<file path="src/rtl/frame_bank_scheduler.sv">
// Per-channel triple-buffer DDR bank scheduler with display-frame-aligned focus selection.
// Writers and the display reader are kept on different banks; all outputs are registered.
module frame_bank_scheduler #(
    parameter int          CH_NUM       = 5,
    parameter int          CNT_W        = 25,
    parameter int unsigned STALE_CYCLES = 20_000_000
) (
    input  logic                  clk,
    input  logic                  rst,
    input  logic [CH_NUM-1:0]     ch_vsync,
    input  logic                  disp_vsync,
    input  logic [3:0]            ctrl_command_in,
    input  logic [3:0]            value_command_in,
    output logic [2*CH_NUM-1:0]   wr_bank,
    output logic [2*CH_NUM-1:0]   rd_bank,
    output logic [CH_NUM-1:0]     wr_frame_start,
    output logic [CH_NUM-1:0]     ch_stale,
    output logic [3:0]            focus_sel,
    output logic                  focus_update
);

    localparam logic [CNT_W-1:0] STALE_MAX = CNT_W'(STALE_CYCLES);
    localparam logic [3:0]       CMD_FOCUS = 4'b1111;

    // Two metastability stages, then the edge register pair (current, previous).
    logic [CH_NUM-1:0] ch_s1_q, ch_s2_q, ch_s3_q, ch_prev_q;
    logic              disp_s1_q, disp_s2_q, disp_s3_q, disp_prev_q;
    logic [CH_NUM-1:0] ch_rise;
    logic              disp_rise;

    logic [1:0]       wr_q    [CH_NUM];
    logic [1:0]       wr_d    [CH_NUM];
    logic [1:0]       rd_q    [CH_NUM];
    logic [1:0]       rd_d    [CH_NUM];
    logic [1:0]       done_q  [CH_NUM];
    logic [1:0]       done_d  [CH_NUM];
    logic [CNT_W-1:0] cnt_q   [CH_NUM];
    logic [CNT_W-1:0] cnt_d   [CH_NUM];
    logic [CH_NUM-1:0] done_valid_q, done_valid_d;
    logic [CH_NUM-1:0] armed_q, armed_d;
    logic [CH_NUM-1:0] start_q, start_d;
    logic [CH_NUM-1:0] stale_q, stale_d;
    logic [3:0]        pending_q, pending_d;
    logic [3:0]        focus_q, focus_d;
    logic              fupd_q, fupd_d;

    assign ch_rise   = ch_s3_q & ~ch_prev_q;
    assign disp_rise = disp_s3_q & ~disp_prev_q;

    always_comb begin
        // NOTE: every target gets a default first so no path leaves it unassigned (no latches).
        wr_d         = wr_q;
        rd_d         = rd_q;
        done_d       = done_q;
        cnt_d        = cnt_q;
        done_valid_d = done_valid_q;
        armed_d      = armed_q;
        start_d      = '0;
        stale_d      = '0;
        pending_d    = pending_q;
        focus_d      = focus_q;
        fupd_d       = 1'b0;

        for (int i = 0; i < CH_NUM; i++) begin
            // The display swap is resolved first so a same-cycle writer sees the new reader bank.
            if (disp_rise && done_valid_q[i]) begin
                rd_d[i]         = done_q[i];
                done_valid_d[i] = 1'b0;
            end

            if (ch_rise[i]) begin
                start_d[i] = 1'b1;
                cnt_d[i]   = '0;
                if (!armed_q[i]) begin
                    armed_d[i] = 1'b1;
                end else begin
                    done_d[i]       = wr_q[i];
                    done_valid_d[i] = 1'b1;
                    wr_d[i]         = 2'd3 - wr_q[i] - rd_d[i];
                end
            end else if (cnt_q[i] != STALE_MAX) begin
                cnt_d[i] = cnt_q[i] + CNT_W'(1);
            end

            stale_d[i] = (cnt_d[i] == STALE_MAX);
        end

        if (ctrl_command_in != CMD_FOCUS) begin
            pending_d = 4'd0;
        end else if (value_command_in >= 4'd1 && value_command_in <= 4'd4) begin
            pending_d = value_command_in;
        end

        if (disp_rise) begin
            focus_d = pending_q;
            fupd_d  = (pending_q != focus_q);
        end
    end

    // NOTE: the per-channel arrays are tiny flop banks, not RAM, so they are reset like any register.
    always_ff @(posedge clk) begin
        if (rst) begin
            ch_s1_q      <= '0;
            ch_s2_q      <= '0;
            ch_s3_q      <= '0;
            ch_prev_q    <= '0;
            disp_s1_q    <= 1'b0;
            disp_s2_q    <= 1'b0;
            disp_s3_q    <= 1'b0;
            disp_prev_q  <= 1'b0;
            for (int i = 0; i < CH_NUM; i++) begin
                wr_q[i]   <= 2'd0;
                rd_q[i]   <= 2'd2;
                done_q[i] <= 2'd2;
                cnt_q[i]  <= '0;
            end
            done_valid_q <= '0;
            armed_q      <= '0;
            start_q      <= '0;
            stale_q      <= '0;
            pending_q    <= 4'd0;
            focus_q      <= 4'd0;
            fupd_q       <= 1'b0;
        end else begin
            // NOTE: non-blocking updates so every flop samples pre-edge values.
            ch_s1_q      <= ch_vsync;
            ch_s2_q      <= ch_s1_q;
            ch_s3_q      <= ch_s2_q;
            ch_prev_q    <= ch_s3_q;
            disp_s1_q    <= disp_vsync;
            disp_s2_q    <= disp_s1_q;
            disp_s3_q    <= disp_s2_q;
            disp_prev_q  <= disp_s3_q;
            wr_q         <= wr_d;
            rd_q         <= rd_d;
            done_q       <= done_d;
            cnt_q        <= cnt_d;
            done_valid_q <= done_valid_d;
            armed_q      <= armed_d;
            start_q      <= start_d;
            stale_q      <= stale_d;
            pending_q    <= pending_d;
            focus_q      <= focus_d;
            fupd_q       <= fupd_d;
        end
    end

    for (genvar g = 0; g < CH_NUM; g++) begin : g_pack
        assign wr_bank[2*g +: 2] = wr_q[g];
        assign rd_bank[2*g +: 2] = rd_q[g];
    end

    assign wr_frame_start = start_q;
    assign ch_stale       = stale_q;
    assign focus_sel      = focus_q;
    assign focus_update   = fupd_q;

endmodule

</file>
<file path="config.mk">
export PLATFORM = sky130hd
export DESIGN_NAME = frame_bank_scheduler
export DESIGN_NICKNAME = d
export VERILOG_FILES = /design/src/rtl/frame_bank_scheduler.sv
export SDC_FILE = /design/constraint.sdc
export NUM_CORES = 1
export LEC_CHECK = 0
export ABC_AREA = 1
export CAP_MARGIN = 5
export CORE_MARGIN = 5
export CORE_UTILIZATION = 50
export CTS_CLUSTER_DIAMETER = 80
export DETAILED_ROUTE_END_ITERATION = 6
export DONT_BUFFER_PORTS = 1
export GPL_TIMING_DRIVEN = 0
export SYNTH_ARGS = -nofsm -noshare
export SYNTH_HDL_FRONTEND = slang
export SYNTH_SLANG_ARGS = --single-unit
export TNS_END_PERCENT = 1
</file>
<file path="constraint.sdc">
create_clock -name clk -period 4.7 [get_ports clk]
set_clock_uncertainty 0.1 [all_clocks]
set_input_delay 1.175 -clock clk [delete_from_list [all_inputs] [get_ports clk]]
set_output_delay 1.175 -clock clk [all_outputs]
set_load 0.02 [all_outputs]
</file>
==> impl_metrics.json <==
{
  "status": "finished clean",
  "finalSetupViolations": 0,
  "antenna_found_initial": 0,
  "grt_pass1_wl_mm": 49.09,
  "path_clk_slew_ns": 0.06,
  "r2r_cells": 9,
  "detail-route-antenna-nets": 0,
  "ir_worst_vdd_mv": 0.3087,
  "power.density_nw_per_um2": 319.7,
  "yosysUniqueCellTypes": 35,
  "synth_warnings": 0,
  "drt_pre_antenna_iters": 5,
  "postSynthAreaPerCell_um2": 6.306,
  "async_reset_ff_share_pct": 0,
  "r2r-start": "ch_s3_q[2]$_SDFF_PP0_",
  "ios": 51,
  "yosysTopAreaCell": "dfxtp_1",
  "fillCellCount": 2256,
  "routed_wl_mm": 29.32,
  "grt_max_degree": 14,
  "arrival_ns": 2.73,
  "cts_max_level": 1,
  "hold_depth": 2,
  "area_growth_pct": 10.82,
  "power.share.combinational_pct": 3.7,
  "drt-initial-drc-count": 580,
  "worst_slew_pin_slew_ns": 0.8119,
  "grt_pass1_vias": 10060,
  "hold_viol_final": 0,
  "clock_tree.buffer_depth": 3,
  "post_cts_resized": 0,
  "viasPerCell": 5.027,
  "p_sw_share_pct": 22.08,
  "synth_edf_count": 0,
  "numClockSinks": 208,
  "yosys-top-cells-count": "nand2_1, nor2_1, inv_1",
  "initial_core_util_pct": 50.95,
  "drive_above_1_share_pct": 6.950,
  "fmax_mhz": 418.4,
  "ys.flop_type": "dfxtp_1",
  "p_leak_uw": 0.005109,
  "worstPathRequired_ns": 5.04,
  "hold_class": "reg2reg",
  "final_nets": 1826,
  "antennaDiodeCount": 0,
  "reg2reg_slack_ns": 2.31,
  "gp_congestion": 0.9352,
  "setup_tns_ns": 0,
  "die_area_um2": 25400,
  "slew-limit-headroom_pct": 45.87,
  "crit_type": "reg2reg",
  "portBuffers": 0,
  "rows": 54,
  "p_int_uw": 3080,
  "final.setup.worst_slack_ns": 2.310,
  "cts_root_buffer": "clkbuf_16",
  "floorplan.core_area_um2": 21890,
  "seq_power_share_pct": 45.7,
  "grt.overflow.total": 0,
  "clk_latency_ns": 0.52,
  "min_to": "ch_s3_q[1]$_SDFF_PP0_",
  "drc": 0,
  "synthTopCellsByArea": "dfxtp_1, nand2_1, nor2_1",
  "ctsHoldBuffers": 0,
  "vias": 10520,
  "clock_power_share_pct": 50.5,
  "cts_setup_buffers": 0,
  "yosysMostFrequentCell": "nand2_1",
  "ys_seq_area_share_pct": 37.33,
  "hpwl_mm": 22.84,
  "start_kind": "flip-flop",
  "slew_viol_final": 0,
  "dp_slack_ns": 2.122,
  "min-delay-start": "ch_s2_q[1]$_SDFF_PP0_",
  "cp_max_fo": 10,
  "cts_tree": "built",
  "post_drt_wl_per_cell_um": 14.01,
  "synth_top_cell_area_share_pct": 37.33,
  "grt_util_all_layers_pct": 22.93,
  "end_kind": "flip-flop",
  "fp.dieW_um": 159.4,
  "switchingPower_uw": 872.6,
  "cap_violations": 0,
  "syn_area_um2": 11150,
  "ys_seq_elements": 208,
  "min_period_ns": 2.390,
  "grt_setup_unrepaired": "no",
  "die_h_um": 159.4,
  "synthesis.instances": 1769,
  "min_period_over_period_pct": 50.85,
  "numCtsBuffers": 24,
  "r2r_end": "ch_stale[2]$_SDFF_PP0_",
  "syn-num-nets": 1800
}
[per-layer routing]
metal  vias up  GRT usage (%)  part of all wire [%]
met5         -              0                     0
met4         0          6.786                   3.0
met3        70          3.754                   4.7
met2       221          39.52                    48
met1      4673          29.59                    45
li1       5558              -                     -
[worst max-delay path by stage]
stage / from / end / slack (ns) / cells past startpoint
after detailed placement: rst / cnt_q[5]$_SDFF_PP0_ / 2.12 / 3
final: ch_s3_q[2]$_SDFF_PP0_ / ch_stale[2]$_SDFF_PP0_ / 2.31 / 9
after floorplan: rst / ch_stale[1]$_SDFF_PP0_ / 2.63 / 7
after CTS: ch_s3_q[2]$_SDFF_PP0_ / ch_stale[2]$_SDFF_PP0_ / 2.31 / 9
after global placement: rst / cnt_q[5]$_SDFF_PP0_ / 2.16 / 3
after global routing: ch_s3_q[2]$_SDFF_PP0_ / ch_stale[2]$_SDFF_PP0_ / 2.15 / 9
[power groups by stage]
| stage | Combinational [µW] | Clock (µW) | Sequential (µW) |
|---|---|---|---|
| 2_1_floorplan | 106 | 0 | 1840 |
| 3_3_place_gp | 147 | 0 | 1850 |
| 3_5_place_dp | 149 | 0 | 1850 |
| 4_1_cts | 150 | 2050 | 1810 |
| 5_1_grt | 169 | 2130 | 1810 |
| 6_report | 147 | 2000 | 1810 |
[critical path, stage by stage, from the launching register on]
cell and delay (ns):
dfxtp_1 0.31, inv_1 0.04, nor2_1 0.47, inv_1 0.29
clkbuf_1 0.32, nand3_1 0.24, nand2_1 0.07, nor2_1 0.19
nand3_1 0.14, nor2_1 0.14
[layout make-up]
| type | instances | area (µm²) | area share (%) |
|---|---|---|---|
| clock inverters | 12 | 165.2 | 1.336 |
| plain buffers | 23 | 91.34 | 0.7389 |
| flip-flops and latches | 208 | 4164 | 33.68 |
| clock buffers | 32 | 691.9 | 5.597 |
| inverters | 240 | 900.9 | 7.287 |
| multi-input cells | 1298 | 5998 | 48.52 |
| well taps | 280 | 350.3 | 2.834 |
[per-stage QoR]
step	hold slack [ns]	cell area (µm²)	power, µW	util (%)	cells
6_report	0.3025	12360	3952	56.47	2093
3_5_place_dp	0.2936	11500	1996	52.55	2049
5_1_grt	0.3113	12360	4105	56.47	2093
2_1_floorplan	0.2883	11150	1947	-	1769
4_1_cts	0.3021	12360	4003	56.47	2093
3_3_place_gp	0.2900	11500	1993	52.55	2049
[state kept, by name, summed over array words and instances, names as in the netlist]
register / cells
ch_s2_q: 5
rd_bank: 10
ch_prev_q: 5
disp_s2_q: 1
ch_s1_q: 5
disp_s3_q: 1
ch_stale: 5
ch_s3_q: 5
focus_sel: 4
pending_q: 4
armed_q: 5
wr_frame_start: 5
done_q: 10
done_valid_q: 5
disp_s1_q: 1
focus_update: 1
cnt_q: 125
disp_prev_q: 1
wr_bank: 10
[cells by family after synthesis]
kind of cell | after synthesis | share of synthesized area (%)
simple gates | 1114 | 42.58
xor+xnor | 43 | 3.376
flops | 208 | 37.33
compound gates | 126 | 6.136
fa+ha+maj | 15 | 1.683
buf+inv | 263 | 8.895
[layout by cell type (no fill, tap or decap), drive strengths merged, types with 3 or more instances in the layout]
master / Yosys / layout
a211oi: 5 / 5
a21oi: 65 / 65
and2: 3 / 3
buf: 6 / 6
bufinv: 0 / 4
clkbuf: 17 / 49
clkinv: 5 / 11
dfxtp: 208 / 208
ha: 15 / 15
inv: 235 / 235
nand2: 471 / 471
nand3: 120 / 120
nand3b: 5 / 5
nand4: 33 / 33
nor2: 435 / 435
nor3: 35 / 35
o211ai: 5 / 5
o21ai: 43 / 43
o21bai: 7 / 7
or2: 9 / 9
xnor2: 13 / 13
xor2: 30 / 30
(Power assumes the default switching activity.)
